**src/rtl/uart_pkg.sv**
```systemverilog
// Shared types and constants for the UART transmit arbiter.
//   arb_state_t : arbiter FSM states (HDR is used only when UART_TX_ARB_HDR_EN is defined)
//   HDR_TAG     : upper nibble of the optional per-packet header byte
package uart_pkg;

   typedef enum logic [1:0] {
      IDLE,
      GRANT,
      HDR
   } arb_state_t;

   localparam logic [3:0] HDR_TAG = 4'hA;

endpackage

```
**src/rtl/uart_rr_pick.sv**
```systemverilog
// Combinational round-robin picker.
// Finds the first asserted request searching ptr, ptr+1, ... (mod NUM_SRC).
//   req   in  NUM_SRC  request vector
//   ptr   in  SRC_W    search start index (must be < NUM_SRC)
//   valid out 1        at least one request is set
//   idx   out SRC_W    index of the winning request (0 when none)
module uart_rr_pick #(
   parameter int unsigned NUM_SRC = 4,
   parameter int unsigned SRC_W   = $clog2(NUM_SRC)
) (
   input  logic [NUM_SRC-1:0] req,
   input  logic [SRC_W-1:0]   ptr,
   output logic               valid,
   output logic [SRC_W-1:0]   idx
);

   logic [SRC_W-1:0] cand;

   always_comb begin
      valid = 1'b0;
      idx   = '0;
      cand  = '0;
      for (int unsigned k = 0; k < NUM_SRC; k++) begin
         // Modulo keeps the search inside 0..NUM_SRC-1 for non-power-of-2 counts.
         cand = SRC_W'((32'(ptr) + k) % NUM_SRC);
         if (!valid && req[cand]) begin
            valid = 1'b1;
            idx   = cand;
         end
      end
   end

endmodule

```
**src/rtl/uart_tx_arbiter.sv**
```systemverilog
// Packet-granular round-robin arbiter sharing one UART transmit byte stream
// between NUM_SRC AXI-Stream sources. A grant is held until the tlast beat is
// accepted, so packets never interleave. Output is a one-entry registered buffer.
// Optional feature macro: UART_TX_ARB_HDR_EN -- when defined, each packet is
// preceded by a header byte {HDR_TAG, grant_id} emitted from an extra HDR state.
//   clk            in   system clock
//   reset          in   synchronous active-high reset
//   s_axis_tdata   in   NUM_SRC*DATA_WIDTH, source i at [i*DATA_WIDTH +: DATA_WIDTH]
//   s_axis_tvalid  in   NUM_SRC per-source valid
//   s_axis_tlast   in   NUM_SRC per-source end-of-packet
//   s_axis_tready  out  NUM_SRC per-source ready (only the granted source can be high)
//   m_axis_tdata   out  DATA_WIDTH byte to the transmitter
//   m_axis_tvalid  out  output valid
//   m_axis_tready  in   transmitter ready
//   grant_id       out  SRC_W current or last granted source
//   busy           out  high while a grant is held
module uart_tx_arbiter
   import uart_pkg::*;
#(
   parameter int unsigned DATA_WIDTH = 8,
   parameter int unsigned NUM_SRC    = 4,
   parameter int unsigned SRC_W      = $clog2(NUM_SRC)
) (
   input  logic                          clk,
   input  logic                          reset,
   input  logic [NUM_SRC*DATA_WIDTH-1:0] s_axis_tdata,
   input  logic [NUM_SRC-1:0]            s_axis_tvalid,
   input  logic [NUM_SRC-1:0]            s_axis_tlast,
   output logic [NUM_SRC-1:0]            s_axis_tready,
   output logic [DATA_WIDTH-1:0]         m_axis_tdata,
   output logic                          m_axis_tvalid,
   input  logic                          m_axis_tready,
   output logic [SRC_W-1:0]              grant_id,
   output logic                          busy
);

   arb_state_t            state_q, state_d;
   logic [SRC_W-1:0]      grant_q, grant_d;
   logic [SRC_W-1:0]      ptr_q, ptr_d;
   logic                  busy_q, busy_d;
   logic [DATA_WIDTH-1:0] obuf_data_q, obuf_data_d;
   logic                  obuf_valid_q, obuf_valid_d;

   logic                  loadable;
   logic                  pick_valid;
   logic [SRC_W-1:0]      pick_idx;
   logic [DATA_WIDTH-1:0] sel_data;
   logic                  sel_valid;
   logic                  sel_last;
   logic [SRC_W-1:0]      ptr_next;

   uart_rr_pick #(
      .NUM_SRC (NUM_SRC),
      .SRC_W   (SRC_W)
   ) u_pick (
      .req   (s_axis_tvalid),
      .ptr   (ptr_q),
      .valid (pick_valid),
      .idx   (pick_idx)
   );

   // Mux the granted source's beat.
   always_comb begin
      sel_data  = '0;
      sel_valid = 1'b0;
      sel_last  = 1'b0;
      for (int unsigned i = 0; i < NUM_SRC; i++) begin
         if (grant_q == SRC_W'(i)) begin
            sel_data  = s_axis_tdata[i*DATA_WIDTH +: DATA_WIDTH];
            sel_valid = s_axis_tvalid[i];
            sel_last  = s_axis_tlast[i];
         end
      end
   end

   assign loadable = !obuf_valid_q || m_axis_tready;
   assign ptr_next = (grant_q == SRC_W'(NUM_SRC - 1)) ? '0 : grant_q + 1'b1;

   always_comb begin
      state_d       = state_q;
      grant_d       = grant_q;
      ptr_d         = ptr_q;
      busy_d        = busy_q;
      // Buffer drains on a transfer unless reloaded below.
      obuf_valid_d  = obuf_valid_q && !m_axis_tready;
      obuf_data_d   = obuf_data_q;
      s_axis_tready = '0;

      unique case (state_q)
         IDLE: begin
            if (pick_valid) begin
               grant_d = pick_idx;
               busy_d  = 1'b1;
`ifdef UART_TX_ARB_HDR_EN
               state_d = HDR;
`else
               state_d = GRANT;
`endif
            end
         end

         HDR: begin
`ifdef UART_TX_ARB_HDR_EN
            if (loadable) begin
               obuf_valid_d = 1'b1;
               obuf_data_d  = DATA_WIDTH'({HDR_TAG, 4'(grant_q)});
               state_d      = GRANT;
            end
`else
            state_d = IDLE;
`endif
         end

         GRANT: begin
            if (loadable) begin
               s_axis_tready[grant_q] = 1'b1;
               if (sel_valid) begin
                  obuf_valid_d = 1'b1;
                  obuf_data_d  = sel_data;
                  if (sel_last) begin
                     ptr_d   = ptr_next;
                     busy_d  = 1'b0;
                     state_d = IDLE;
                  end
               end
            end
         end

         default: state_d = IDLE;
      endcase
   end

   always_ff @(posedge clk) begin
      if (reset) begin
         state_q      <= IDLE;
         grant_q      <= '0;
         ptr_q        <= '0;
         busy_q       <= 1'b0;
         obuf_data_q  <= '0;
         obuf_valid_q <= 1'b0;
      end else begin
         state_q      <= state_d;
         grant_q      <= grant_d;
         ptr_q        <= ptr_d;
         busy_q       <= busy_d;
         obuf_data_q  <= obuf_data_d;
         obuf_valid_q <= obuf_valid_d;
      end
   end

   assign m_axis_tdata  = obuf_data_q;
   assign m_axis_tvalid = obuf_valid_q;
   assign grant_id      = grant_q;
   assign busy          = busy_q;

endmodule

```
**config.mk**
```make
export PLATFORM = sky130hd
export DESIGN_NAME = uart_tx_arbiter
export DESIGN_NICKNAME = d
export VERILOG_FILES = /design/src/rtl/uart_pkg.sv /design/src/rtl/uart_rr_pick.sv /design/src/rtl/uart_tx_arbiter.sv
export SDC_FILE = /design/constraint.sdc
export NUM_CORES = 1
export LEC_CHECK = 0
export CAP_MARGIN = 20
export CORE_ASPECT_RATIO = 1.4
export CORE_UTILIZATION = 34
export DETAILED_ROUTE_END_ITERATION = 8
export HOLD_SLACK_MARGIN = 0.02
export PLACE_DENSITY = 0.81
export REMOVE_ABC_BUFFERS = 1
export SETUP_SLACK_MARGIN = 0.05
export SLEW_MARGIN = 10
export SYNTH_ARGS = -nofsm -noshare
export SYNTH_HDL_FRONTEND = slang
export SYNTH_SLANG_ARGS = --single-unit
```
**constraint.sdc**
```tcl
create_clock -name clk -period 2.1 [get_ports clk]
set_input_delay 0.21 -clock clk [delete_from_list [all_inputs] [get_ports clk]]
set_output_delay 0.21 -clock clk [all_outputs]
set_load 0.1 [all_outputs]
```
# Word-level counts from Yosys, hierarchy flattened
# Cells that the tools add are included.
dict set report classes {
  magnitude_cmp 6
  n_reduce_logical 19
  addsub 4
  eq_ne 8
  n_mux 46
}
# op count
set op_table {}
lappend op_table {{8-bit two-way mux} 4}
lappend op_table {{1-bit two-way mux} 24}
lappend op_table {{2-bit two-way mux} 9}
lappend op_table {{2-bit by 3-bit less-than comparator with 1-bit output, second input constant} 5}
lappend op_table {{1-bit binary-select mux with 2-bit select} 4}
lappend op_table {{4-bit two-way mux} 2}
lappend op_table {{2-bit != test, second input constant} 4}
lappend op_table {{4-bit AND reduction} 2}
lappend op_table {{1-bit logical AND} 5}
lappend op_table {{1-bit zero test} 5}
lappend op_table {{5-bit AND reduction} 1}
lappend op_table {{2-bit by 1-bit adder with 2-bit output, second input constant} 2}
lappend op_table {{2-bit adder, second input constant} 2}
lappend op_table {{2-bit by 1-bit == test with 1-bit output, second input constant} 2}
lappend op_table {{2-bit == test, second input constant} 2}
lappend op_table {{2-bit zero test} 2}
lappend op_table {{2-bit case mux with 2 select lines} 1}
lappend op_table {{3-bit AND reduction} 1}
lappend op_table {{1-bit demux with 2-bit select} 1}
lappend op_table {{2-bit by 1-bit greater-or-equal comparator with 1-bit output, second input constant} 1}
lappend op_table {{1-bit case mux with 2 select lines} 1}
lappend op_table {{2-bit AND reduction} 1}
lappend op_table {{2-bit nonzero test} 1}
lappend op_table {{1-bit logical OR} 1}
dict set report totals {
  elab_cells 89
  regBits 16
}

# Logic depth before layout (Yosys ltp)
dict set report logic_depth {
  word_depth 14
  mapped_depth 7
  ltp_nobuf 6
}

# Modules after synthesis
# Synthesis repeated with hierarchy kept, for this count alone.
dict set report hier_totals {
  cells_unflattened 132
  area_unflattened_um2 1032.2
}
# module area_each_um2 n_inst cells_per_inst seq_area_each_um2
set modules_own_cells {}
lappend modules_own_cells {uart_tx_arbiter 954.7 1 117 280.3}
lappend modules_own_cells {uart_rr_pick 77.6 1 15 0.0}

# Worst setup path before layout
# Ideal clock, no wire load.
dict set report synth_timing {
  path_kind {register to output}
  from {register grant_q[0], in the netlist grant_id[0]}
  to {output s_axis_tready[3]}
  setup_slack_ps -764
  t_arrival_ps 2654
  path_stages_with_launch 5
  path_cell_list {dfxtp_1 > ha_1 > buf_2 > clkbuf_1 > and3_1}
}
dict set report synth_via {
  elab_chain_cells 6
}
# element line
set synth_rtl {}
lappend synth_rtl {{from (decl)} uart_tx_arbiter.sv:38} ;# logic [SRC_W-1:0] grant_q, grant_d;
lappend synth_rtl {{from (signal assigned)} uart_tx_arbiter.sv:143} ;# grant_q <= grant_d;
lappend synth_rtl {{2-bit by 3-bit less-than comparator with 1-bit output (implied by the code) or 2-bit by 1-bit greater-or-equal comparator with 1-bit output (tied branches)} uart_tx_arbiter.sv:116} ;# s_axis_tready[grant_q] = 1'b1;
lappend synth_rtl {{1-bit logical AND (implied by the code)} uart_tx_arbiter.sv:116}
lappend synth_rtl {{1-bit two-way mux (implied by the code)} uart_tx_arbiter.sv:116}
lappend synth_rtl {{1-bit demux with 2-bit select *} uart_tx_arbiter.sv:116}
lappend synth_rtl {{4-bit two-way mux *} uart_tx_arbiter.sv:115} ;# if (loadable) begin
lappend synth_rtl {{4-bit two-way mux *} uart_tx_arbiter.sv:89} ;# unique case (state_q)
lappend synth_rtl {{to (decl)} uart_tx_arbiter.sv:29} ;# output logic [NUM_SRC-1:0] s_axis_tready,
# Mark *: on every way between the ends. The rest lies on a longest branch, timed or not.

# Worst setup path after layout
dict set report layout_timing {
  from {register grant_q[1], in the netlist grant_id[1]}
  to {register ptr_q[0]}
}
dict set report layout_via {
  elab_chain_cells 6
}
# element line
set layout_rtl {}
lappend layout_rtl {{2-bit zero test} uart_tx_arbiter.sv:68} ;# if (grant_q == SRC_W'(i)) begin
lappend layout_rtl {{1-bit two-way mux (4 in series)} uart_tx_arbiter.sv:68}
lappend layout_rtl {{4-bit AND reduction (no line)} -}
lappend layout_rtl {{to (signal assigned)} uart_tx_arbiter.sv:144} ;# ptr_q <= ptr_d;
lappend layout_rtl {{to (decl)} uart_tx_arbiter.sv:39} ;# logic [SRC_W-1:0] ptr_q, ptr_d;
# Parallel ways exist; a longest one is shown, timed or not.
# A chain may end at the register's enable or synchronous reset.

==> flow_metrics.env <==
export IMPL_avgSynthCellArea_um2=8.00
export IMPL_place_hpwl_um=2720
export IMPL_seq_area_frac_synth_pct=27.2
export IMPL_portBuffers=58
export IMPL_ant_nets=0
export IMPL_cts_sinks=14
export IMPL_gp_congestion=0.773
export IMPL_cts_tree="built"
export IMPL_core_rowCount=23
export IMPL_grt_pass1_wl_um=5290
export IMPL_cp_start_kind="flop"
export IMPL_grt_antenna_before_repair=0
export IMPL_grt_overflow_total=0
export IMPL_cp_required_ps=2240
export IMPL_crit_reg2reg_launch="grant_id[1]$_SDFFE_PP0P_"
export IMPL_synthTopCellsByArea="dfxtp_1, a211o_1, a221oi_1"
export IMPL_clk_pin_slew_worst_paths_ps=60
export IMPL_first_pass_iters=5
export IMPL_finalCriticalPeriod_ps=1960
export IMPL_area_growth_pct=69.7
export IMPL_initial_core_util_pct=35.9
export IMPL_hp_start="m_axis_tdata[3]$_SDFFE_PP0P_"
export IMPL_diodes=0
export IMPL_multiInputGateArea_um2=688
export IMPL_track_usage_pct=21.1
export IMPL_slew_viol_final=0
export IMPL_worst_pin_slew_ps=674
export IMPL_crit_arrival_ps=2100
export IMPL_slew_headroom_pct=54.6
export IMPL_drc=0
export IMPL_hold_violations=0
export IMPL_synthDominantCellAreaShare_pct=27.2
export IMPL_synth_top_area_cell="dfxtp_1"
export IMPL_synth_warnings=0
export IMPL_clockBufferDepth=2
export IMPL_final_nets=236
export IMPL_max_freq_ghz=0.510
export IMPL_htreeDepth=1
export IMPL_routed_wl_um=3420
export IMPL_p_leak_nw=0.715
export IMPL_critPathLaunch="grant_id[1]$_SDFFE_PP0P_"
export IMPL_dieArea_mm2=0.00326
export IMPL_avgRoutedWirePerCell_um=15.2
export IMPL_ys_types=35
export IMPL_finalSetupViolations=0
export IMPL_drt_iter0_drc=31
export IMPL_hold_path_class="flop to flop"
export IMPL_rr_worst_depth=6
export IMPL_final_common_cell="clkdlybuf4s50_1"
export IMPL_fillers=260
export IMPL_mostFrequentLayoutCells="clkdlybuf4s50_1, buf_4, inv_1"
export IMPL_synth_edf_count=0
export IMPL_setup_tns_ps=0
export IMPL_status="complete, no violations"
export IMPL_grt_start_max_net_pins=17
export IMPL_hold_depth=2
export IMPL_synthArstFlopShare_pct=0
export IMPL_max_cap_violations=0
export IMPL_synth_area_mm2=0.00103
export IMPL_grt_pass1_vias=1219
export IMPL_worst_skew_pair_late_latency_ps=250
export IMPL_cts_buffers=3
export IMPL_critPathMaxFanout=6
export IMPL_cts_root_buf="clkbuf_8"
export IMPL_dieWidth_um=48.6
export IMPL_seqCellArea_um2=285
export IMPL_period_share_pct=93.4
export IMPL_ys_flop_type="dfxtp_1"
export IMPL_final_cells=225
export IMPL_powerDensity_mw_per_mm2=669
export IMPL_rsz0062_at_grt="false"
export IMPL_worst_ir_drop_vdd_v=0.000364
export IMPL_holdWs_ps=548
export IMPL_drive_gt1_share_pct=18.1
export IMPL_endpoint_kind="flop"
export IMPL_cts_hold_buf=0
export IMPL_skew_ps=4.14
export IMPL_place_inst=221
export IMPL_vias_per_cell=5.62
export IMPL_ys_ff_latch=14
export IMPL_vias=1264
export IMPL_die_h_um=67.2
export IMPL_synthCells=129
export IMPL_crit_type="flop to flop"
export IMPL_core_area_mm2=0.00288
export IMPL_io_pins=59
export IMPL_r2r_setup_slack_ps=140
[logic make-up (layout without fill, tap and decap cells)]
family          count (synthesis)  in the layout  synth area share (%)
simple gates                   41             41                  21.9
compound gates                 47             47                  36.1
fa+ha+maj                       4              4                  4.85
buf+inv                        21             80                  7.88
flops                          14             14                  27.2
mux                             2              2                  2.06
[critical path, cell delays in order (launching register included)]
cell and delay, ps:
dfxtp_4 370, inv_1 60, ha_2 200, nand3b_1 160, a221o_1 330, a2111oi_4 390
mux2_1 350
[registers in the layout, indices dropped and copies added (netlist names)]
register and count:
m_axis_tdata 8, grant_id 2, ptr_q 2, busy 1, m_axis_tvalid 1
[metrics by stage]
stage	setup slack, ps	cell area, µm²	util, %	total power, mW
final	139	1750	60.9	1.17
after global routing	54.6	1750	60.9	1.22
after CTS	58.4	1730	60.1	1.17
after global placement	166	1670	58.2	0.891
after detailed placement	60.2	1670	58.2	0.902
after floorplan	-753	1000	-	0.703
[cells in the mapped netlist, drive strengths merged, types with 2 or more instances]
master  instances
ha              4
inv            13
nand2          10
nor2b           5
a31oi           8
a21oi           6
nor2            5
a221oi          7
dfxtp          14
a211o           8
nand3b          2
and3            6
o21ai           3
clkbuf          5
nand3           2
nand2b          4
a311oi          7
nor3            3
buf             3
[cell type report]
cell class / count / area share (%)
tap: 37 / 2.64
multi-input combinational: 94 / 39.3
timing repair buffer: 63 / 35.9
inverter: 13 / 2.79
sequential: 14 / 16.3
clock buffer: 4 / 3.14
[layer usage]
| layer | wire length [µm] | up-vias | track usage, % |
|---|---|---|---|
| li1 | - | 609 | - |
| met3 | 149 | 10 | 3.38 |
| met5 | 0 | - | 0 |
| met1 | 1190 | 597 | 19.9 |
| met2 | 1980 | 48 | 45.1 |
| met4 | 87 | 0 | 8.09 |
[worst paths after layout]
| path | end |
|---|---|
| max | ptr_q[0]$_SDFFE_PP0P_ |
| min | m_axis_tdata[3]$_SDFFE_PP0P_ |
| max reg2reg | ptr_q[0]$_SDFFE_PP0P_ |
| min reg2reg | m_axis_tdata[3]$_SDFFE_PP0P_ |
[timing repair]
item / 4_1_cts / 5_1_grt
gates resized for setup: 0 / 9
buffers inserted: 0 / 0
hold endpoints to repair: 0 / 0
endpoints found under the setup margin: 0 / 10
[power breakdown]
group          switching (mW)  internal [mW]
registers              0.0251          0.294
clock network           0.103          0.166
logic                   0.366          0.218
Note: power is estimated with default switching activity, not from simulation.
